===== config.mk =====
export PLATFORM = sky130hd
export DESIGN_NAME = ram2vga
export DESIGN_NICKNAME = d
export VERILOG_FILES = /design/src/rtl/vga640_pkg.sv /design/src/rtl/vga_timing.sv /design/src/rtl/ram2vga.sv
export SDC_FILE = /design/constraint.sdc
export NUM_CORES = 1
export LEC_CHECK = 0
export ABC_AREA = 1
export CORE_MARGIN = 1.5
export CORE_UTILIZATION = 50
export DETAILED_ROUTE_END_ITERATION = 8
export PLACE_DENSITY = 0.67
export SLEW_MARGIN = 15
export SYNTH_ARGS = -nofsm -noshare
export SYNTH_HDL_FRONTEND = slang
export SYNTH_SLANG_ARGS = --single-unit

===== constraint.sdc =====
create_clock -name sysclk -period 2.8 [get_ports sysclk]
set_input_delay 0.28 -clock sysclk [delete_from_list [all_inputs] [get_ports sysclk]]
set_output_delay 0.28 -clock sysclk [all_outputs]
set_load 0.01 [all_outputs]

===== src/rtl/vga640_pkg.sv =====
// Shared VGA 640x480 geometry for the capture and display paths.
// Both ends import this package so the window position and size always match.
package vga640_pkg;

    localparam int VGA_H_ACTIVE = 640;
    localparam int VGA_H_FP     = 16;
    localparam int VGA_H_SYNC   = 96;
    localparam int VGA_H_BP     = 48;

    localparam int VGA_V_ACTIVE = 480;
    localparam int VGA_V_FP     = 10;
    localparam int VGA_V_SYNC   = 2;
    localparam int VGA_V_BP     = 33;

    localparam int VGA_WIN_X0 = 270;
    localparam int VGA_WIN_Y0 = 190;
    localparam int VGA_WIN_W  = 100;
    localparam int VGA_WIN_H  = 100;

    localparam int PIX_W  = 3;
    localparam int ADDR_W = 16;

    typedef logic [PIX_W-1:0] pixel_t;

    // Per-pixel attributes that travel alongside the RAM read latency.
    typedef struct packed {
        logic hsync;
        logic vsync;
        logic in_win;
        logic border;
        logic first;
    } flags_t;

    localparam flags_t FLAGS_IDLE = '{hsync: 1'b1, vsync: 1'b1, in_win: 1'b0,
                                      border: 1'b0, first: 1'b0};

    function automatic logic in_span(input int val, input int lo, input int hi);
        return (val >= lo) && (val <= hi);
    endfunction

endpackage


===== src/rtl/vga_timing.sv =====
// Raster counters for the VGA scan: pixel/line counters, active-low syncs,
// the active-area flag and a marker for the first pixel of each frame.
module vga_timing #(
    parameter int H_ACTIVE = 640,
    parameter int H_FP     = 16,
    parameter int H_SYNC   = 96,
    parameter int H_BP     = 48,
    parameter int V_ACTIVE = 480,
    parameter int V_FP     = 10,
    parameter int V_SYNC   = 2,
    parameter int V_BP     = 33,
    parameter int HW       = 10,
    parameter int VW       = 10
) (
    input  logic          sysclk,
    input  logic          reset,
    output logic [HW-1:0] hcnt,
    output logic [VW-1:0] vcnt,
    output logic          hsync,
    output logic          vsync,
    output logic          active,
    output logic          frame_first
);

    localparam int H_TOTAL = H_ACTIVE + H_FP + H_SYNC + H_BP;
    localparam int V_TOTAL = V_ACTIVE + V_FP + V_SYNC + V_BP;

    localparam logic [HW-1:0] H_LAST     = HW'(H_TOTAL - 1);
    localparam logic [HW-1:0] H_ACT_END  = HW'(H_ACTIVE);
    localparam logic [HW-1:0] HS_FIRST   = HW'(H_ACTIVE + H_FP);
    localparam logic [HW-1:0] HS_LAST    = HW'(H_ACTIVE + H_FP + H_SYNC - 1);
    localparam logic [VW-1:0] V_LAST     = VW'(V_TOTAL - 1);
    localparam logic [VW-1:0] V_ACT_END  = VW'(V_ACTIVE);
    localparam logic [VW-1:0] VS_FIRST   = VW'(V_ACTIVE + V_FP);
    localparam logic [VW-1:0] VS_LAST    = VW'(V_ACTIVE + V_FP + V_SYNC - 1);

    always_ff @(posedge sysclk or posedge reset) begin
        if (reset) begin
            hcnt <= '0;
            vcnt <= '0;
        end else if (hcnt == H_LAST) begin
            hcnt <= '0;
            vcnt <= (vcnt == V_LAST) ? '0 : vcnt + 1'b1;
        end else begin
            hcnt <= hcnt + 1'b1;
        end
    end

    always_comb begin
        hsync       = !((hcnt >= HS_FIRST) && (hcnt <= HS_LAST));
        vsync       = !((vcnt >= VS_FIRST) && (vcnt <= VS_LAST));
        active      = (hcnt < H_ACT_END) && (vcnt < V_ACT_END);
        frame_first = (hcnt == '0) && (vcnt == '0);
    end

endmodule


===== src/rtl/ram2vga.sv =====
// Frame-buffer reader: scans the VGA raster, reads the captured window out of
// the frame RAM and shows it framed by an optional white border.
module ram2vga
    import vga640_pkg::*;
#(
    parameter int H_ACTIVE  = VGA_H_ACTIVE,
    parameter int H_FP      = VGA_H_FP,
    parameter int H_SYNC    = VGA_H_SYNC,
    parameter int H_BP      = VGA_H_BP,
    parameter int V_ACTIVE  = VGA_V_ACTIVE,
    parameter int V_FP      = VGA_V_FP,
    parameter int V_SYNC    = VGA_V_SYNC,
    parameter int V_BP      = VGA_V_BP,
    parameter int WIN_X0    = VGA_WIN_X0,
    parameter int WIN_Y0    = VGA_WIN_Y0,
    parameter int WIN_W     = VGA_WIN_W,
    parameter int WIN_H     = VGA_WIN_H,
    parameter int BORDER_EN = 1
) (
    input  logic              sysclk,
    input  logic              reset,
    input  logic [PIX_W-1:0]  rddata,
    output logic [ADDR_W-1:0] rdaddr,
    output logic              rdclock,
    output logic              rden,
    output logic              vga_r,
    output logic              vga_g,
    output logic              vga_b,
    output logic              vga_hs,
    output logic              vga_vs,
    output logic              frame_start
);

    localparam int H_TOTAL = H_ACTIVE + H_FP + H_SYNC + H_BP;
    localparam int V_TOTAL = V_ACTIVE + V_FP + V_SYNC + V_BP;
    localparam int HW      = $clog2(H_TOTAL);
    localparam int VW      = $clog2(V_TOTAL);

    logic [HW-1:0] hcnt;
    logic [VW-1:0] vcnt;
    logic          hsync;
    logic          vsync;
    logic          active;
    logic          frame_first;

    vga_timing #(
        .H_ACTIVE (H_ACTIVE),
        .H_FP     (H_FP),
        .H_SYNC   (H_SYNC),
        .H_BP     (H_BP),
        .V_ACTIVE (V_ACTIVE),
        .V_FP     (V_FP),
        .V_SYNC   (V_SYNC),
        .V_BP     (V_BP),
        .HW       (HW),
        .VW       (VW)
    ) u_timing (
        .sysclk      (sysclk),
        .reset       (reset),
        .hcnt        (hcnt),
        .vcnt        (vcnt),
        .hsync       (hsync),
        .vsync       (vsync),
        .active      (active),
        .frame_first (frame_first)
    );

    int     x;
    int     y;
    logic   in_win;
    logic   ring;
    logic   border;
    flags_t stage0;

    // Border is the one-pixel ring just outside the window, corners included.
    always_comb begin
        x      = int'(hcnt);
        y      = int'(vcnt);
        in_win = active
                 && in_span(x, WIN_X0, WIN_X0 + WIN_W - 1)
                 && in_span(y, WIN_Y0, WIN_Y0 + WIN_H - 1);
        ring   = ((x == WIN_X0 - 1 || x == WIN_X0 + WIN_W)
                   && in_span(y, WIN_Y0 - 1, WIN_Y0 + WIN_H))
                 || ((y == WIN_Y0 - 1 || y == WIN_Y0 + WIN_H)
                   && in_span(x, WIN_X0 - 1, WIN_X0 + WIN_W));
        border = active && ring && (BORDER_EN != 0);
        stage0 = '{hsync: hsync, vsync: vsync, in_win: in_win,
                   border: border, first: frame_first};
    end

    // One spare bit so a full 65536-pixel window can rest past its last address.
    logic [ADDR_W:0] addr;

    always_ff @(posedge sysclk or posedge reset) begin
        if (reset) begin
            addr   <= '0;
            rdaddr <= '0;
            rden   <= 1'b0;
        end else begin
            rden <= in_win;
            if (in_win) begin
                rdaddr <= frame_first ? '0 : addr[ADDR_W-1:0];
            end
            if (frame_first) begin
                addr <= {{ADDR_W{1'b0}}, in_win};
            end else if (in_win) begin
                addr <= addr + 1'b1;
            end
        end
    end

    flags_t d1;
    flags_t d2;
    pixel_t colour;

    // d1/d2 cover the address register and the RAM's own read register.
    always_ff @(posedge sysclk or posedge reset) begin
        if (reset) begin
            d1          <= FLAGS_IDLE;
            d2          <= FLAGS_IDLE;
            colour      <= '0;
            vga_hs      <= 1'b1;
            vga_vs      <= 1'b1;
            frame_start <= 1'b0;
        end else begin
            d1          <= stage0;
            d2          <= d1;
            colour      <= d2.in_win ? rddata : (d2.border ? '1 : '0);
            vga_hs      <= d2.hsync;
            vga_vs      <= d2.vsync;
            frame_start <= d2.first;
        end
    end

    assign {vga_r, vga_g, vga_b} = colour;
    assign rdclock = sysclk;

endmodule


==> out/metrics.cfg <==
[floorplan]
die_width_um=90.6
core_um2=7330
rows=31
die_h_um=90.6
die_area_um2=8210
io_pins=29
start_util_pct=52.4

[final_layout]
layout_commonest_cell=nand2_1
fin_nets=522
nFillCells=672
stdcell_count=611
multiInputGateArea_um2=1810
syn_to_final_growth_pct=15.8
antenna_cells=0
regArea_um2=1710
final_layout_size_suffix_gt1_share_pct=13.5
final_cell_mix=121 x nand2_1, 62 x dfrtp_1, 52 x nor2_1, 51 x inv_1, 28 x clkdlybuf4s50_1

[power]
p_leak_uw=0.00217
power_frac_seq_pct=47.9
swShare_pct=21.3
ir_drop_mv=0.354
p_switching_uw=436
power_density_nw_per_um2=461
power_frac_comb_pct=1.3
p_clk_share_pct=50.7
p_total_uw=2050
intPower_uw=1610

[drt]
wl_per_cell_um=12.8
first_pass_iters=5
drcViolationCount=0
viasPerCell=5.10
drtIter0Drc=181
ant_nets=0
num_vias=3116
drt-total-wl_um=7800

[sta]
hold_viol=0
tightestPinTransition_ns=0.560
slew_violations=0
skew_ns=0.0141
setup_viol=0
slew_headroom_pct=62.6
fin_ws_ns=0.427
fin_tns_setup_ns=0
grt_setup_unrepaired=no

[logic_synthesis]
yosys_warnings=0
avgSynthCellArea_um2=8.08
yosysUniqueCellTypes=33
synth_cells=475
syn-num-nets=490
netlist_area_um2=3840
synth-seq-cells=68
seq_area_frac_synth_pct=44.5

[flow_run]
drv_cap=0

[outcome]
status=finished clean

[grt]
grt_usage_pct=21.3
grt_first_pass_wirelength_um=13900
grt_overflow=0
grt_max_degree=47
antenna_found_initial=0
first_global_vias=2975

[cts]
post_cts_buffers=0
insertion_delay_ns=0.45
path_clk_slew_ns=0.08
cts_tree=done
cts_hold_buf=0
cts.repair.resized=0

[worst_setup_path]
regToRegSetupSlack_ns=0.62
path_class=clock port to output pin
start_kind=clock port
worstSetupEndpointType=output pin
cp.required_ns=2.52
path_max_fanout=2
arrival_ns=2.09

[place]
io_buffers=28
gp_congestion=0.931
dp_slack_ns=0.607
dpl.hpwl_um=5770
place_inst=592

[min_path]
min_path_type=primary input to async pin

## kinds of logic after synthesis
family	Yosys count	share of synthesized area [%]
and+or+nand+nor	265	33.3
buffers and inverters	70	8.31
DFF	68	44.5
AOI/OAI and AO/OA	42	6.06
xor gates and xnor gates	20	4.56
adders and majority gates	10	3.26
## synthesized netlist by cell type
| cell type | instances | area, um^2 |
|---|---|---|
| nor2_2 | 5 | 31.3 |
| nand2_2 | 4 | 25.0 |
| buf_6 | 2 | 22.5 |
| nor3b_1 | 1 | 7.51 |
| buf_8 | 2 | 30.0 |
| dfstp_2 | 6 | 158 |
| a31oi_1 | 2 | 12.5 |
| nor3_1 | 9 | 45.0 |
| nand3b_1 | 1 | 7.51 |
| nand3_1 | 24 | 120 |
| clkbuf_1 | 2 | 7.51 |
| dfrtp_1 | 62 | 1550 |
| o21ai_0 | 24 | 120 |
| o21ai_2 | 3 | 26.3 |
| nand2_1 | 121 | 454 |
| nand4_1 | 20 | 125 |
| buf_2 | 6 | 30.0 |
| ha_1 | 10 | 125 |
| o22ai_1 | 2 | 12.5 |
| xor2_1 | 18 | 158 |
| xnor2_1 | 2 | 17.5 |
| nor2_1 | 52 | 195 |
| nor2_4 | 3 | 33.8 |
| inv_1 | 52 | 195 |
| a211oi_1 | 1 | 7.51 |
| nand2_4 | 1 | 11.3 |
| a21oi_1 | 9 | 45.0 |
| nor4_1 | 5 | 31.3 |
| o32ai_1 | 1 | 8.76 |
| inv_2 | 3 | 11.3 |
| nand3_2 | 18 | 180 |
| nand3b_2 | 1 | 11.3 |
| buf_4 | 3 | 22.5 |
## area by class of cell
cell class | count | share of cell area [%]
tap | 99 | 2.79
multi-input combinational | 337 | 40.7
clock buffer | 13 | 3.94
inverter | 55 | 4.64
timing repair buffer | 32 | 7.20
sequential | 68 | 38.4
clock inverter | 7 | 2.25
## critical path, cell delays in order
cell and delay, ns:
clkbuf_8 0.11, clkbuf_8 0.12, clkdlybuf4s50_1 0.47
## power groups by stage
stage / registers, uW / logic (uW) / clock network (uW)
CTS: 982 / 29.0 / 1070
finish: 982 / 27.1 / 1040
detailed placement: 1000 / 28.8 / 36.3
global route: 982 / 32.9 / 1120
floorplan: 1000 / 14.3 / 29.4
global placement: 1000 / 28.9 / 36.3
## through the flow
step / area (um^2) / hold WS [ns] / utilization [%]
floorplan: 3840 / 0.331 / -
global placement: 4180 / 0.334 / 57.0
detailed placement: 4180 / 0.337 / 57.0
CTS: 4450 / 0.174 / 60.7
global route: 4450 / 0.203 / 60.7
finish: 4450 / 0.172 / 60.7
## registers in the layout (all words and copies together) (netlist names), 3 cells and up
signal	flops
colour	3
d1	5
d2	5
rdaddr	16
u_timing.hcnt	10
u_timing.vcnt	10
addr	16
## metal layers
layer  track usage, %  vias to the layer above  wire length, um  part of all wire [%]
met5                0                        -                0                     0
li1                 -                     1597                -                     -
met3             5.13                        8              372                   4.8
met4             9.13                        0               97                   1.2
met1             31.4                     1435             4040                    52
met2             29.7                       76             3290                    42
## final timing paths
path,start,to,cells past startpoint
worst min-delay path,reset,d2[0]$_DFF_PP0_,2
worst max-delay path,sysclk,rdclock,3
worst min register to register,d1[0]$_DFF_PP0_,d2[0]$_DFF_PP0_,0
max in group asynchronous,reset,d1[3]$_DFF_PP1_,3
min in group sysclk,d1[0]$_DFF_PP0_,d2[0]$_DFF_PP0_,0
worst max register to register,u_timing.hcnt[0]$_DFF_PP0_,rdaddr[13]$_DFFE_PP0P_,10
Power figures use the tool's default switching activity.
